===== config.mk =====
export PLATFORM = sky130hd
export DESIGN_NAME = exe_mdu
export DESIGN_NICKNAME = d
export VERILOG_FILES = /design/src/rtl/exe_mdu.sv
export SDC_FILE = /design/constraint.sdc
export NUM_CORES = 1
export LEC_CHECK = 0
export ABC_AREA = 1
export BUFFER_PORTS_ARGS = -buffer_cell sky130_fd_sc_hd__buf_4
export CAP_MARGIN = 30
export CORE_ASPECT_RATIO = 1.75
export CORE_MARGIN = 2
export CORE_UTILIZATION = 51
export DETAILED_ROUTE_END_ITERATION = 6
export PLACE_DENSITY_LB_ADDON = 0.15
export RECOVER_POWER = 25
export SLEW_MARGIN = 20
export SYNTH_ARGS = -nofsm -noshare
export SYNTH_HDL_FRONTEND = slang
export SYNTH_SLANG_ARGS = --single-unit

===== constraint.sdc =====
create_clock -name clk -period 5.8 [get_ports clk]
set_input_delay 1.45 -clock clk [delete_from_list [all_inputs] [get_ports clk]]
set_output_delay 1.45 -clock clk [all_outputs]
set_load 0.01 [all_outputs]

===== src/rtl/exe_mdu.sv =====
// Iterative multiply/divide unit for the EXE stage: shift-add multiply, restoring divide,
// valid/ready on both sides, pass-through writeback tag and a global flush.
module exe_mdu_div_step #(
  parameter int XLEN = 32
) (
  input  logic [XLEN-1:0] rem,
  input  logic [XLEN-1:0] quo,
  input  logic [XLEN-1:0] dsr,
  output logic [XLEN-1:0] nrem,
  output logic [XLEN-1:0] nquo
);
  logic [XLEN:0] part, diff;
  logic          ge;

  // rem < dsr always holds, so part fits XLEN+1 bits and diff's MSB is the borrow.
  assign part = {rem, quo[XLEN-1]};
  assign diff = part - {1'b0, dsr};
  assign ge   = ~diff[XLEN];
  assign nrem = ge ? diff[XLEN-1:0] : part[XLEN-1:0];
  assign nquo = {quo[XLEN-2:0], ge};
endmodule

module exe_mdu #(
  parameter int XLEN    = 32,
  parameter int MUL_BPC = 2,
  parameter int DIV_BPC = 1,
  parameter int TAG_W   = 5
) (
  input  logic             clk,
  input  logic             resetn,
  input  logic             flush,
  input  logic             in_valid,
  output logic             in_ready,
  input  logic [2:0]       in_op,
  input  logic [XLEN-1:0]  in_src1,
  input  logic [XLEN-1:0]  in_src2,
  input  logic [TAG_W-1:0] in_tag,
  output logic             out_valid,
  input  logic             out_ready,
  output logic [XLEN-1:0]  out_result,
  output logic [TAG_W-1:0] out_tag,
  output logic             out_dbz,
  output logic             busy
);
  localparam int MUL_N = XLEN / MUL_BPC;
  localparam int DIV_N = XLEN / DIV_BPC;
  localparam int MAX_N = (MUL_N > DIV_N) ? MUL_N : DIV_N;
  localparam int CNT_W = $clog2(MAX_N) + 1;

  typedef enum logic [1:0] {IDLE, MUL, DIV, DONE} state_t;
  typedef struct packed {
    logic is_div;
    logic sgn;
    logic sel_hi;
    logic sel_rem;
  } dec_t;

  // Reserved op 7 decodes exactly like MUL.
  function automatic dec_t decode(input logic [2:0] op);
    dec_t d;
    d.is_div  = op inside {3'd3, 3'd4, 3'd5, 3'd6};
    d.sgn     = op inside {3'd0, 3'd1, 3'd3, 3'd4, 3'd7};
    d.sel_hi  = op inside {3'd1, 3'd2};
    d.sel_rem = op inside {3'd4, 3'd6};
    return d;
  endfunction

  function automatic logic [XLEN-1:0] mag(input logic [XLEN-1:0] x, input logic sgn);
    return (sgn && x[XLEN-1]) ? -x : x;
  endfunction

  state_t           state;
  logic [CNT_W-1:0] cnt;
  logic [XLEN-1:0]  a_q, hi_q, lo_q;
  logic [TAG_W-1:0] tag_q;
  logic             div_q, sel_hi_q, sel_rem_q, neg_q, neg_r;

  dec_t dec_in;
  logic s1, s2, accept;
  assign dec_in = decode(in_op);
  assign s1     = dec_in.sgn & in_src1[XLEN-1];
  assign s2     = dec_in.sgn & in_src2[XLEN-1];

  assign in_ready  = ((state == IDLE) | ((state == DONE) & out_ready)) & ~flush;
  assign accept    = in_valid & in_ready;
  assign out_valid = (state == DONE);
  assign busy      = (state != IDLE);

  // Multiply step: {hi,lo} holds partial product above the unconsumed multiplier bits.
  logic [XLEN+MUL_BPC-1:0] mul_sum;
  logic [XLEN-1:0]         mul_hi, mul_lo;
  assign mul_sum = {{MUL_BPC{1'b0}}, hi_q} +
                   ({{MUL_BPC{1'b0}}, a_q} * {{XLEN{1'b0}}, lo_q[MUL_BPC-1:0]});
  assign mul_hi  = mul_sum[XLEN+MUL_BPC-1:MUL_BPC];
  assign mul_lo  = {mul_sum[MUL_BPC-1:0], lo_q[XLEN-1:MUL_BPC]};

  // Divide: DIV_BPC restoring steps chained per cycle; hi = remainder, lo = quotient.
  logic [XLEN-1:0] rem_c [DIV_BPC+1];
  logic [XLEN-1:0] quo_c [DIV_BPC+1];
  assign rem_c[0] = hi_q;
  assign quo_c[0] = lo_q;
  for (genvar i = 0; i < DIV_BPC; i++) begin : g_div
    exe_mdu_div_step #(.XLEN(XLEN)) u_step (
      .rem (rem_c[i]),
      .quo (quo_c[i]),
      .dsr (a_q),
      .nrem(rem_c[i+1]),
      .nquo(quo_c[i+1])
    );
  end

  logic [XLEN-1:0]   nxt_hi, nxt_lo, quo_s, rem_s, fin;
  logic [2*XLEN-1:0] prod, prod_s;
  assign nxt_hi = (state == DIV) ? rem_c[DIV_BPC] : mul_hi;
  assign nxt_lo = (state == DIV) ? quo_c[DIV_BPC] : mul_lo;
  assign prod   = {nxt_hi, nxt_lo};
  assign prod_s = neg_q ? -prod : prod;
  assign quo_s  = neg_q ? -nxt_lo : nxt_lo;
  assign rem_s  = neg_r ? -nxt_hi : nxt_hi;
  assign fin    = div_q    ? (sel_rem_q ? rem_s : quo_s)
                : sel_hi_q ? prod_s[2*XLEN-1:XLEN] : prod_s[XLEN-1:0];

  always_ff @(posedge clk) begin
    if (!resetn) begin
      state      <= IDLE;
      cnt        <= '0;
      out_result <= '0;
      out_tag    <= '0;
      out_dbz    <= 1'b0;
    end else if (flush) begin
      state <= IDLE;
    end else if (accept) begin
      tag_q     <= in_tag;
      div_q     <= dec_in.is_div;
      sel_hi_q  <= dec_in.sel_hi;
      sel_rem_q <= dec_in.sel_rem;
      neg_q     <= s1 ^ s2;
      neg_r     <= s1;
      hi_q      <= '0;
      if (dec_in.is_div) begin
        a_q  <= mag(in_src2, dec_in.sgn);
        lo_q <= mag(in_src1, dec_in.sgn);
        cnt  <= CNT_W'(DIV_N - 1);
        if (in_src2 == '0) begin
          state      <= DONE;
          out_result <= dec_in.sel_rem ? in_src1 : '1;
          out_tag    <= in_tag;
          out_dbz    <= 1'b1;
        end else begin
          state <= DIV;
        end
      end else begin
        a_q   <= mag(in_src1, dec_in.sgn);
        lo_q  <= mag(in_src2, dec_in.sgn);
        cnt   <= CNT_W'(MUL_N - 1);
        state <= MUL;
      end
    end else begin
      case (state)
        MUL, DIV: begin
          hi_q <= nxt_hi;
          lo_q <= nxt_lo;
          cnt  <= cnt - CNT_W'(1);
          if (cnt == '0) begin
            state      <= DONE;
            out_result <= fin;
            out_tag    <= tag_q;
            out_dbz    <= 1'b0;
          end
        end
        DONE:    if (out_ready) state <= IDLE;
        default: ;
      endcase
    end
  end
endmodule

==> impl_results.md <==
- Post-synth top area cell: sky130_fd_sc_hd__nand2_1
- Register-to-register path setup slack: 0.04 ns
- Leakage dissipation: 10.5 nW
- Post-synthesis share of cell area spent on and, or, nand and nor gates: 38.8%
- Post-synthesis share of cell area spent on xor and xnor gates: 4.88%
- Post-synthesis average cell area: 6.05 um^2
- Smallest hold slack: 0.467 ns
- Synth Area in Adders: 8.20%
- PortBufs: 117
- Via count: 22.5k
- Post-route minimum period: 5.76 ns
- Post-placement cell count: 3704
- Synth Flop Type: sky130_fd_sc_hd__edfxtp_1
- Most area-consuming cells after synthesis: sky130_fd_sc_hd__nand2_1 (19%), sky130_fd_sc_hd__edfxtp_1 (17%), sky130_fd_sc_hd__inv_1 (9.9%), sky130_fd_sc_hd__nand3_1 (6.2%), sky130_fd_sc_hd__nor2_1 (5.2%)
- Area share of the leading cell type in the synthesized netlist: 19.2%
- Number of levels in the clock H-tree: 4
- I/O pin total: 118
- Post-Synthesis Net Count: 3353
- Max incr delay on CP: 0.84 ns
- Drt first pass iters: 6
- Crit Path Category: reg2reg
- Wire length of the first global-routing pass: 136 mm
- Die width: 151 um
- TritonCTS clock tree: done
- Num CTS Buffers: 17
- Number of global-route vias before repair: 22.5k
- Num Clock Sinks: 152
- Share of the synthesized area in compound gates (AO/OA/AOI/OAI): 13.6%
- Placeable core area: 37400 um^2
- Startpoint of the tightest hold check path: out_result[13]
- Multiplexer area fraction after synthesis: 0.313%
- Worst-Skew Late Latency: 0.48 ns
- Number of distinct library cells after synthesis: 60
- Final critical-path setup slack: 0.0450 ns
- Req. time, crit path: 6.11 ns
- Number of flip-flops and latches in the synthesized netlist: 152
- Worst Hold Class: reg2reg
- Endpoint of the most critical register-to-register path: out_result[0]
- Instance count of the mapped netlist: 3170
- Sequential standard cell area: 4100 um^2
- Max Transition Viols Final: 18
- Data arrival time of the worst path: 6.06 ns
- Vias per Instance: 6.02
- Post-synth ARST share: 0%
- Final hold violations: 0
- Count of non-filler cells in the finished layout: 3742
- Worst IR drop on VDD: 0.249 mV
- Proportion of layout cells with a drive suffix above 1: 8.99%
- Max-cap violation count: 1
- Startpoint of the worst-slack reg-to-reg timing path: lo_q[31]
- Minimum setup slack after placement: 0.185 ns
- Final ANT Viol Nets: 0
- Aggregate global routing overflow: 0
- First-iteration detailed-routing DRC count: 2020
- Initial Util: 51.3%
- Half-perimeter wire length after placement: 73.0 mm
- Actual transition at the worst max-transition pin: 1.76 ns
- Critical path endpoint category: flip-flop
- Slew Limit Headroom: -17.8%
- Cell chosen for the clock root: sky130_fd_sc_hd__clkbuf_16
- Critical-path top delay cell: sky130_fd_sc_hd__o21ai_0
- Result of the run: complete, but fails checks
- Maximum achievable frequency: 0.174 GHz
- Clk slew on worst S/H paths: 0.07 ns
- Aggregate routed wire length: 92.0 mm
- Detailed-route DRC error count: 0
- Final-report setup violation count: 0
- Dominant combinational cell family by area after synthesis: simple AND/OR/NAND/NOR gates
- Largest net degree at the start of global routing: 63
- Cell count of the worst hold path: 2
- Min-Delay Endpoint: out_result[13]
- Sum of internal, switching and leakage power: 0.00533 W
- Area growth from synthesis to final layout: 9.55%
- Cell Rows: 94
- Count of yosys warnings during synthesis: 0
- Number of filler cells placed in the layout: 3917
- Share of the clock period used by the worst path: 99.2%
- Post-synthesis instance area: 19200 um^2
- Die span in y: 261 um
- Overall die area: 39300 um^2
- Category of the worst setup path launch point: flip-flop
- Failing checks: max-capacitance violations, max-slew violations
- Portion of the post-synthesis area used by sequential elements: 21.4%
- Number of cells traversed by the worst register-to-register path: 29
- Clock skew: 0.0216 ns
- Multi-input gate area: 12700 um^2
- CP Max Fanout: 18
- Gr usage total: 47.3%
- Net count reported at finish: 3430
- Buffers from clock root to sink, at most: 2
- Count of flip-flops with a built-in enable after synthesis: 106
- Gp weighted congestion: 1.14
- Number of antenna violations at the first check in global routing: 1
- Power per unit of standard cell area: 253 nW/um^2
- WL/cell: 24.6 um
==> metal layers <==
| metal | vias to the layer above | share of wire, % | global-route usage [%] |
|---|---|---|---|
| met1 | 10263 | 30 | 42.6 |
| met3 | 593 | 9.1 | 13.5 |
| met2 | 1408 | 48 | 79.9 |
| li1 | 10279 | - | - |
| met5 | - | 0 | 0 |
| met4 | 0 | 14 | 51.7 |
==> worst max-delay path by stage <==
stage               startpoint       endpoint  cells past startpoint
detailed placement    lo_q[31]  out_result[8]                     34
floorplan            out_ready        hi_q[0]                      6
global route          lo_q[31]  out_result[0]                     29
global placement      lo_q[31]  out_result[8]                     34
CTS                   lo_q[31]  out_result[8]                     34
finish                lo_q[31]  out_result[0]                     29
==> layout by cell type, fill, tap and decap left out, types with 14 or more instances in the layout <==
cell type                   synthesis  final
sky130_fd_sc_hd__edfxtp_1         106    106
sky130_fd_sc_hd__xnor2_1           23     23
sky130_fd_sc_hd__nor2_1           265    263
sky130_fd_sc_hd__o221ai_1          24     24
sky130_fd_sc_hd__nand2_2           47     49
sky130_fd_sc_hd__dfxtp_1           46     46
sky130_fd_sc_hd__clkbuf_16          0     20
sky130_fd_sc_hd__nand3b_1          20     20
sky130_fd_sc_hd__a31oi_1           16     16
sky130_fd_sc_hd__ha_1              73     71
sky130_fd_sc_hd__nor3_1            41     40
sky130_fd_sc_hd__nand4_1           30     30
sky130_fd_sc_hd__o21ai_0          174    174
sky130_fd_sc_hd__a21oi_1          172    172
sky130_fd_sc_hd__nand2_1          984    982
sky130_fd_sc_hd__clkbuf_1          67     46
sky130_fd_sc_hd__inv_1            504    504
sky130_fd_sc_hd__xor2_1            84     84
sky130_fd_sc_hd__o21bai_1          17     17
sky130_fd_sc_hd__buf_4              4    108
sky130_fd_sc_hd__nor2_2            27     26
sky130_fd_sc_hd__fa_1              33     33
sky130_fd_sc_hd__nand3_1          237    237
sky130_fd_sc_hd__o211ai_1          14     14
==> per-stage QoR <==
| stage | utilization, % | instance area [um^2] | setup TNS (ns) |
|---|---|---|---|
| after floorplan | - | 19200 | 0 |
| after global placement | 54.8 | 20500 | 0 |
| after detailed placement | 54.9 | 20500 | 0 |
| after CTS | 56.5 | 21100 | 0 |
| after global routing | 56.2 | 21000 | -0.0351 |
| final | 56.2 | 21000 | 0 |
==> where the power goes <==
group / leakage, nW / internal [W] / switching [W]
combinational: 8.89 / 0.000779 / 0.00204
sequential: 1.35 / 0.00128 / 0.0000722
clock: 0.292 / 0.000634 / 0.000524
total: 10.5 / 0.00269 / 0.00264
==> synth_stat cells (13+ instances only) <==
master and n:
sky130_fd_sc_hd__a21oi_1 172, sky130_fd_sc_hd__a31oi_1 16, sky130_fd_sc_hd__buf_2 13, sky130_fd_sc_hd__clkbuf_1 67, sky130_fd_sc_hd__dfxtp_1 46, sky130_fd_sc_hd__edfxtp_1 106, sky130_fd_sc_hd__fa_1 33, sky130_fd_sc_hd__ha_1 73
sky130_fd_sc_hd__inv_1 504, sky130_fd_sc_hd__nand2_1 984, sky130_fd_sc_hd__nand2_2 47, sky130_fd_sc_hd__nand3_1 237, sky130_fd_sc_hd__nand3b_1 20, sky130_fd_sc_hd__nand4_1 30, sky130_fd_sc_hd__nor2_1 265, sky130_fd_sc_hd__nor2_2 27
sky130_fd_sc_hd__nor3_1 41, sky130_fd_sc_hd__o211ai_1 14, sky130_fd_sc_hd__o21ai_0 174, sky130_fd_sc_hd__o21bai_1 17, sky130_fd_sc_hd__o221ai_1 24, sky130_fd_sc_hd__xnor2_1 23, sky130_fd_sc_hd__xor2_1 84
==> kinds of logic (layout without fill, tap and decap cells) <==
group                      after synthesis  after routing
adders and majority gates              106            106
xor gates and xnor gates               107            107
other                                    0              2
buffers and inverters                  623            712
muxes                                    6              6
AOI/OAI and AO/OA                      462            462
and+or+nand+nor                       1714           1715
DFF                                    152            152
==> sequential cells by signal, indices dropped and copies added, names as in the netlist, 2 cells and up <==
| signal | cells |
|---|---|
| out_tag | 5 |
| out_result | 32 |
| lo_q | 32 |
| tag_q | 5 |
| cnt | 6 |
| a_q | 32 |
| state | 2 |
| hi_q | 32 |
==> final cells by class <==
class                   count  share of cell area, %
clock buffers              23                   2.43
flip-flops and latches    152                   19.5
diodes                      2                 0.0238
inverters                 518                   9.26
repair buffers            162                   5.14
well taps                 480                   2.86
clock inverters             9                  0.345
multi-input cells        2396                   60.4
==> critical path: cells and delay by family (launching register included) <==
kind            cells  cell delay [ns]
buf+inv             4             0.68
compound gates      3             1.08
simple gates       18             2.32
fa+ha+maj           3             0.90
flops               1             0.45
xor+xnor            1             0.15
==> what timing repair did <==
item | CTS | global route
setup buffers | 0 | 1
hold buffers | 0 | 0
endpoints found under the setup margin | 0 | 16
resized for setup | 0 | 10
Note: power is estimated with default switching activity, not from simulation.
